$ cat config.mk
export PLATFORM = sky130hd
export DESIGN_NAME = clk_period_meter_flat
export DESIGN_NICKNAME = d
export VERILOG_FILES = /design/src/rtl/clk_period_meter_if.sv /design/src/rtl/clk_period_meter.sv /design/src/flat_wrapper.sv
export SDC_FILE = /design/constraint.sdc
export NUM_CORES = 1
export LEC_CHECK = 0
export ABC_AREA = 1
export BUFFER_PORTS_ARGS = -buffer_cell sky130_fd_sc_hd__clkbuf_2
export CORE_MARGIN = 5
export CORE_UTILIZATION = 47
export DETAILED_ROUTE_END_ITERATION = 8
export PLACE_DENSITY = 0.67
export REMOVE_ABC_BUFFERS = 1
export SETUP_SLACK_MARGIN = 0.02
export SLEW_MARGIN = 20
export SYNTH_ARGS = -nofsm -noshare
export SYNTH_HDL_FRONTEND = slang
export SYNTH_SLANG_ARGS = --single-unit
$ cat constraint.sdc
create_clock -name I_CLK -period 2 [get_ports I_CLK]
set_clock_uncertainty 0.2 [all_clocks]
set_input_delay 0.1 -clock I_CLK [delete_from_list [all_inputs] [get_ports I_CLK]]
set_output_delay 0.1 -clock I_CLK [all_outputs]
set_load 0.005 [all_outputs]
$ cat src/rtl/clk_period_meter_if.sv
// clk_period_meter_if
//   Bundles the measured input and the measurement results of clk_period_meter.
//
//   Strobe semantics: O_VALID is a one-cycle, I_CLK-synchronous pulse. It is
//   high in the cycle where O_PERIOD, O_HIGH and O_LOCKED take a new value.
//   There is no back-pressure: a consumer that needs the values must capture
//   them in that cycle. O_PERIOD and O_HIGH then hold until the next pulse.
//
//   Signals:
//     I_SIG      measured signal, asynchronous to I_CLK
//     O_PERIOD   last period, in I_CLK cycles
//     O_HIGH     last high time, in I_CLK cycles
//     O_VALID    update strobe
//     O_LOCKED   two most recent periods equal
//     O_TIMEOUT  no rising edge seen for MAX_CNT cycles
//     dbg_state  FSM state (IDLE=0, MEASURE=1, STALL=2), for observation only
//
//   Modports:
//     master  the meter itself (consumes I_SIG, drives results)
//     slave   the signal source / result consumer
interface clk_period_meter_if #(
    parameter int CNT_W = 16
);
    logic             I_SIG;
    logic [CNT_W-1:0] O_PERIOD;
    logic [CNT_W-1:0] O_HIGH;
    logic             O_VALID;
    logic             O_LOCKED;
    logic             O_TIMEOUT;
    logic [1:0]       dbg_state;

    modport master (
        input  I_SIG,
        output O_PERIOD, O_HIGH, O_VALID, O_LOCKED, O_TIMEOUT, dbg_state
    );

    modport slave (
        output I_SIG,
        input  O_PERIOD, O_HIGH, O_VALID, O_LOCKED, O_TIMEOUT, dbg_state
    );
endinterface

$ cat src/rtl/clk_period_meter.sv
// clk_period_meter
//   Measures the period and high time of a slow, asynchronous clock-like
//   signal in I_CLK cycles. One measurement is published per synchronized
//   rising edge of I_SIG (from the second rise on), together with a lock
//   indication (two most recent periods equal) and a timeout flag (no rise
//   for MAX_CNT cycles).
//
//   Parameters:
//     CNT_W    width of the cycle counter and of O_PERIOD / O_HIGH
//     MAX_CNT  count at which a missing edge is declared a timeout
//              (2 <= MAX_CNT <= 2**CNT_W-1; default all ones)
//
//   Ports:
//     I_CLK    system clock, all logic on its rising edge
//     rst_n    asynchronous active-low reset
//     mif      clk_period_meter_if.master (I_SIG in, results out)
module clk_period_meter #(
    parameter int               CNT_W   = 16,
    parameter logic [CNT_W-1:0] MAX_CNT = '1
) (
    input  logic                   I_CLK,
    input  logic                   rst_n,
    clk_period_meter_if.master     mif
);

    localparam logic [1:0] IDLE    = 2'd0;
    localparam logic [1:0] MEASURE = 2'd1;
    localparam logic [1:0] STALL   = 2'd2;

    localparam logic [CNT_W-1:0] ONE = CNT_W'(1);

    logic             s1, s2, s3;
    logic             rise, fall;
    logic [CNT_W-1:0] cnt;
    logic [CNT_W-1:0] high_tmp;
    logic [CNT_W-1:0] prev_period;
    logic [CNT_W-1:0] period_q;
    logic [CNT_W-1:0] high_q;
    logic             valid_q;
    logic             locked_q;
    logic             timeout_q;
    logic [1:0]       state;

    // Two-flop synchronizer; s3 is the previous synchronized value used for
    // edge detection only.
    always_ff @(posedge I_CLK or negedge rst_n) begin
        if (!rst_n) begin
            s1 <= 1'b0;
            s2 <= 1'b0;
            s3 <= 1'b0;
        end else begin
            s1 <= mif.I_SIG;
            s2 <= s1;
            s3 <= s2;
        end
    end

    assign rise = s2 & ~s3;
    assign fall = ~s2 & s3;

    // Cycle counter: restarts at 1 on every rise so that, at the next rise,
    // it holds exactly the number of cycles between the two rises.
    // Saturates instead of wrapping.
    always_ff @(posedge I_CLK or negedge rst_n) begin
        if (!rst_n) begin
            cnt <= '0;
        end else if (rise) begin
            cnt <= ONE;
        end else if (cnt != MAX_CNT) begin
            cnt <= cnt + ONE;
        end
    end

    always_ff @(posedge I_CLK or negedge rst_n) begin
        if (!rst_n) begin
            state       <= IDLE;
            high_tmp    <= '0;
            prev_period <= '0;
            period_q    <= '0;
            high_q      <= '0;
            valid_q     <= 1'b0;
            locked_q    <= 1'b0;
            timeout_q   <= 1'b0;
        end else begin
            valid_q <= 1'b0;

            // High time is latched at the fall and published at the next rise.
            if (fall && (state != STALL)) begin
                high_tmp <= cnt;
            end

            case (state)
                IDLE: begin
                    if (rise) begin
                        state <= MEASURE;
                    end
                end
                MEASURE: begin
                    // A rise in the same cycle as cnt==MAX_CNT is a valid
                    // period of exactly MAX_CNT, so it is checked first.
                    if (rise) begin
                        period_q    <= cnt;
                        high_q      <= high_tmp;
                        valid_q     <= 1'b1;
                        locked_q    <= (cnt == prev_period);
                        prev_period <= cnt;
                    end else if (cnt == MAX_CNT) begin
                        state     <= STALL;
                        timeout_q <= 1'b1;
                        locked_q  <= 1'b0;
                    end
                end
                STALL: begin
                    // The interval ending at this rise spans the outage and is
                    // not a real period: no publish, and clearing prev_period
                    // keeps the first fresh measurement from locking.
                    if (rise) begin
                        state       <= MEASURE;
                        timeout_q   <= 1'b0;
                        prev_period <= '0;
                    end
                end
                default: begin
                    state <= IDLE;
                end
            endcase
        end
    end

    assign mif.O_PERIOD  = period_q;
    assign mif.O_HIGH    = high_q;
    assign mif.O_VALID   = valid_q;
    assign mif.O_LOCKED  = locked_q;
    assign mif.O_TIMEOUT = timeout_q;
    assign mif.dbg_state = state;

endmodule

$ cat src/flat_wrapper.sv
// flat-port wrapper written by rule: the top's interface ports become plain ports
module clk_period_meter_flat 
#(
    parameter int               CNT_W   = 16,
    parameter logic [CNT_W-1:0] MAX_CNT = '1
)
  (I_CLK, rst_n, mif_I_SIG, mif_O_PERIOD, mif_O_HIGH, mif_O_VALID, mif_O_LOCKED, mif_O_TIMEOUT, mif_dbg_state);
  clk_period_meter_if #(.CNT_W(CNT_W)) mif_i ();
  input  logic I_CLK;
  input  logic rst_n;
  input wire logic [$bits(mif_i.I_SIG)-1:0] mif_I_SIG;
  output wire logic [$bits(mif_i.O_PERIOD)-1:0] mif_O_PERIOD;
  output wire logic [$bits(mif_i.O_HIGH)-1:0] mif_O_HIGH;
  output wire logic [$bits(mif_i.O_VALID)-1:0] mif_O_VALID;
  output wire logic [$bits(mif_i.O_LOCKED)-1:0] mif_O_LOCKED;
  output wire logic [$bits(mif_i.O_TIMEOUT)-1:0] mif_O_TIMEOUT;
  output wire logic [$bits(mif_i.dbg_state)-1:0] mif_dbg_state;
  assign mif_i.I_SIG = mif_I_SIG;
  assign mif_O_PERIOD = mif_i.O_PERIOD;
  assign mif_O_HIGH = mif_i.O_HIGH;
  assign mif_O_VALID = mif_i.O_VALID;
  assign mif_O_LOCKED = mif_i.O_LOCKED;
  assign mif_O_TIMEOUT = mif_i.O_TIMEOUT;
  assign mif_dbg_state = mif_i.dbg_state;
  clk_period_meter #(.CNT_W(CNT_W), .MAX_CNT(MAX_CNT)) u_core (.I_CLK(I_CLK), .rst_n(rst_n), .mif(mif_i));
endmodule
==> flow_summary_export.csv <==
group,metric,value,unit
timing,final.setup.worst_slack,0.166,ns
cts,tritoncts_clock_tree,"done",
setup_path,cp_max_fo,15,
setup_path,cp-start-kind,"flop",
timing,top_achievable_clock_speed,545,MHz
final_layout,num-fill-cells,751,
yosys,post_synth_mux_area_share,0,
setup_path,reg2reg_to,"u_core.mif.O_TIMEOUT",
floorplan,num_rows,33,
yosys,synth_area_leaders,"sky130_fd_sc_hd__dfrtp_1, sky130_fd_sc_hd__nand2_1, sky130_fd_sc_hd__o21ai_0",
floorplan,top_level_port_count,40,
yosys,yosys-top-cells-count,"sky130_fd_sc_hd__nand2_1, sky130_fd_sc_hd__dfrtp_1, sky130_fd_sc_hd__o21ai_0",
final_layout,area_delta_synth_final,15.3,%
placed_design,portBuffers,39,
floorplan,die_height,102,µm
timing,timing.final.crit_share,0.917,
timing,timing.max_slew.rel_slack,0.459,
setup_path,cp-end-kind,"flop",
yosys,synthesis.area,0.00397,mm²
yosys,post_synth_num_cell_types,30,
detailed_routing,wl_per_cell,14.6,µm
yosys,yosys.cell_count.top_type,"sky130_fd_sc_hd__nand2_1",
detailed_routing,num_vias,3143,
cts,post-cts-setup-buffer-count,0,
min_path,worstHoldPathType,"in -> async",
detailed_routing,wirelength,9.09,mm
cts,clkSinkCount,88,
pwr,leakage,2.36,nW
run_status,run_status,"finished, final reports clean",
timing,worst_slew_pin_slew,0.809,ns
detailed_routing,antenna_violating_nets_post_route,0,
timing,final_max_slew_viol_count,0,
timing,final_period_minus_worst_setup_slack,1.83,ns
cts,clock_path_buffers,2,
setup_path,r2r_setup_slack,0.17,ns
yosys,synth-compound-area-share,0.0958,
floorplan,core_area,0.00822,mm²
yosys,ys.flop_type,"sky130_fd_sc_hd__dfrtp_1",
floorplan,starting_density_of_the_core,0.483,
floorplan,fp.dieW,102,µm
yosys,cell_taking_the_most_area_after_synthesis,"sky130_fd_sc_hd__dfrtp_1",
global_routing,grt_overflow_total,0,
yosys,synthAdderAreaFrac,0.0189,
yosys,synth_edf_count,0,
detailed_routing,avgViaCountPerCell,5.04,
setup_path,setup.worst_path.start,"u_core.cnt[1]",
setup_path,worstPathArrival,1.93,ns
cts,clk_transition_reported_paths,0.08,ns
yosys,netlist.area_leader.share,0.555,
final_layout,postLayoutCellArea,0.00458,mm²
cts,insertion_delay_of_the_later_clocked_pin_in_the_worst_skew_pair,0.36,ns
floorplan,die-area,0.0104,mm²
pwr,peakVddDrop,0.695,mV
detailed_routing,remaining_drc_errors,0,
timing,grt_setup_unrepaired,"false",
yosys,syn_area_per_cell,8.58,µm²
global_routing,track_usage,0.192,
yosys,post_synth_xor_area_fraction,0.0198,
final_layout,diodes,0,
global_routing,grt_pass1_vias,3030,
final_layout,layout-drive-gt1-share,0.173,
yosys,synth-seq-area-share,0.555,
placed_design,detailedPlacementHpwl,6.26,mm
detailed_routing,drt_first_pass_iters,5,
placed_design,place_congestion,0.890,
yosys,post_synth_and_or_nand_nor_area_fraction,0.248,
timing,hold_violations,0,
run,max-cap-violations,0,
placed_design,placedInstanceArea,0.00436,mm²
timing,setup_viol,0,
setup_path,timing.reg2reg.worst_path_depth,9,
final_layout,finish.net_count,524,
yosys,postSynthRegisterBits,88,
global_routing,grt_antenna_before_repair,0,
placed_design,pre_cts_ws,0.125,ns
cts,cts_inserted_buffers,9,
setup_path,r2r-start,"u_core.cnt[1]",
final_layout,final_cells,624,
placed_design,place_inst,606,
yosys,yosysWarningCount,0,
cts,clockRootBuffer,"sky130_fd_sc_hd__clkbuf_8",
yosys,postSynth.asyncResetShare,1.00,
cts,cts.htree.levels,3,
detailed_routing,initialDrtViolationCount,154,
yosys,combinational_family_with_the_most_area_after_synthesis,"simple AND/OR/NAND/NOR gates",
yosys,syn-instance-count,463,
global_routing,grt_start_max_net_pins,35,
global_routing,grt_first_pass_wirelength,15.4,mm
setup_path,setup.worst_path.class,"reg -> reg",
pwr,powerDensity,1030,mW/mm²
setup_path,cp.required,2.10,ns
==> area by class of cell <==
cell class	count	area, µm²	area share
sequential	88	2200	0.481
multi-input combinational	316	1520	0.332
timing repair buffer	59	380	0.0831
inverter	41	159	0.0347
clock buffer	12	145	0.0317
tap	105	131	0.0287
clock inverter	3	42.5	0.00929
==> per-stage QoR <==
step | power, W | utilization | setup TNS (ns) | hold WS, ns
floorplan | 0.00296 | - | -0.571 | -0.396
global placement | 0.00348 | 0.530 | 0 | -0.195
detailed placement | 0.00352 | 0.530 | 0 | -0.197
CTS | 0.00474 | 0.557 | 0 | 0.0881
global route | 0.00505 | 0.557 | 0 | 0.101
finish | 0.00473 | 0.557 | 0 | 0.0719
==> how the worst max path moves through the flow <==
stage	endpoint	slack, ns	cells past startpoint
after floorplan	u_core.high_tmp[0]	-0.04	5
after global placement	u_core.mif.O_TIMEOUT	0.18	9
after detailed placement	u_core.prev_period[1]	0.12	8
after CTS	u_core.prev_period[1]	0.12	8
after global routing	u_core.prev_period[8]	0.03	8
final	u_core.mif.O_TIMEOUT	0.17	9
==> flip-flops by register name, indices dropped and copies added, names as in the netlist <==
| signal | count |
|---|---|
| u_core.cnt | 16 |
| u_core.high_tmp | 16 |
| u_core.mif.O_HIGH | 16 |
| u_core.mif.O_LOCKED | 1 |
| u_core.mif.O_PERIOD | 16 |
| u_core.mif.O_TIMEOUT | 1 |
| u_core.mif.O_VALID | 1 |
| u_core.mif.dbg_state | 2 |
| u_core.prev_period | 16 |
| u_core.s1 | 1 |
| u_core.s2 | 1 |
| u_core.s3 | 1 |
==> placed cells by master, fill, tap and decap left out, types with 2 or more instances in the layout <==
| cell | count |
|---|---|
| sky130_fd_sc_hd__nand2_1 | 154 |
| sky130_fd_sc_hd__dfrtp_1 | 88 |
| sky130_fd_sc_hd__o21ai_0 | 53 |
| sky130_fd_sc_hd__clkbuf_2 | 38 |
| sky130_fd_sc_hd__inv_1 | 35 |
| sky130_fd_sc_hd__nand3_1 | 31 |
| sky130_fd_sc_hd__nor2_1 | 23 |
| sky130_fd_sc_hd__buf_4 | 16 |
| sky130_fd_sc_hd__o21ai_1 | 10 |
| sky130_fd_sc_hd__clkbuf_8 | 10 |
| sky130_fd_sc_hd__xor2_1 | 9 |
| sky130_fd_sc_hd__ha_1 | 6 |
| sky130_fd_sc_hd__nand2_2 | 4 |
| sky130_fd_sc_hd__inv_2 | 4 |
| sky130_fd_sc_hd__nand4_1 | 4 |
| sky130_fd_sc_hd__o21ai_2 | 4 |
| sky130_fd_sc_hd__nor3_1 | 4 |
| sky130_fd_sc_hd__a21oi_1 | 3 |
| sky130_fd_sc_hd__dlygate4sd3_1 | 3 |
| sky130_fd_sc_hd__nor2_4 | 2 |
| sky130_fd_sc_hd__nand2_4 | 2 |
| sky130_fd_sc_hd__clkbuf_1 | 2 |
| sky130_fd_sc_hd__buf_12 | 2 |
==> kinds of logic after synthesis <==
family	count (synthesis)
AO/OA/AOI/OAI	72
AND/OR/NAND/NOR	229
buffers and inverters	59
flip-flops	88
adder cells (fa/ha/maj)	6
XOR/XNOR	9
==> power breakdown <==
group	internal, W	leakage [nW]	switching (W)
clock network	0.000604	0.0925	0.000614
registers	0.00202	1.19	0.000182
logic	0.000462	1.07	0.000845
==> critical path: stages (launching register included) <==
cell and delay, ns:
sky130_fd_sc_hd__dfrtp_1 0.36, sky130_fd_sc_hd__ha_1 0.18, sky130_fd_sc_hd__nand2_1 0.10, sky130_fd_sc_hd__nor2_4 0.17
sky130_fd_sc_hd__nand2_4 0.10, sky130_fd_sc_hd__nor2_8 0.19, sky130_fd_sc_hd__nand2_4 0.17, sky130_fd_sc_hd__nand2_2 0.12
sky130_fd_sc_hd__nand3_1 0.09, sky130_fd_sc_hd__nand2_1 0.09
==> timing repair <==
action                                 4_1_cts  5_1_grt
resized for setup                            0        3
endpoints found under the hold margin       89        0
setup endpoints to repair                    0       11
hold buffers                                 3        0
==> metal layers <==
metal,GRT usage,part of all wire
met2,0.294,0.45
met5,0,0
met1,0.272,0.48
met3,0.0307,0.048
met4,0.0807,0.022
No activity file was read; power rests on OpenSTA's default activity.
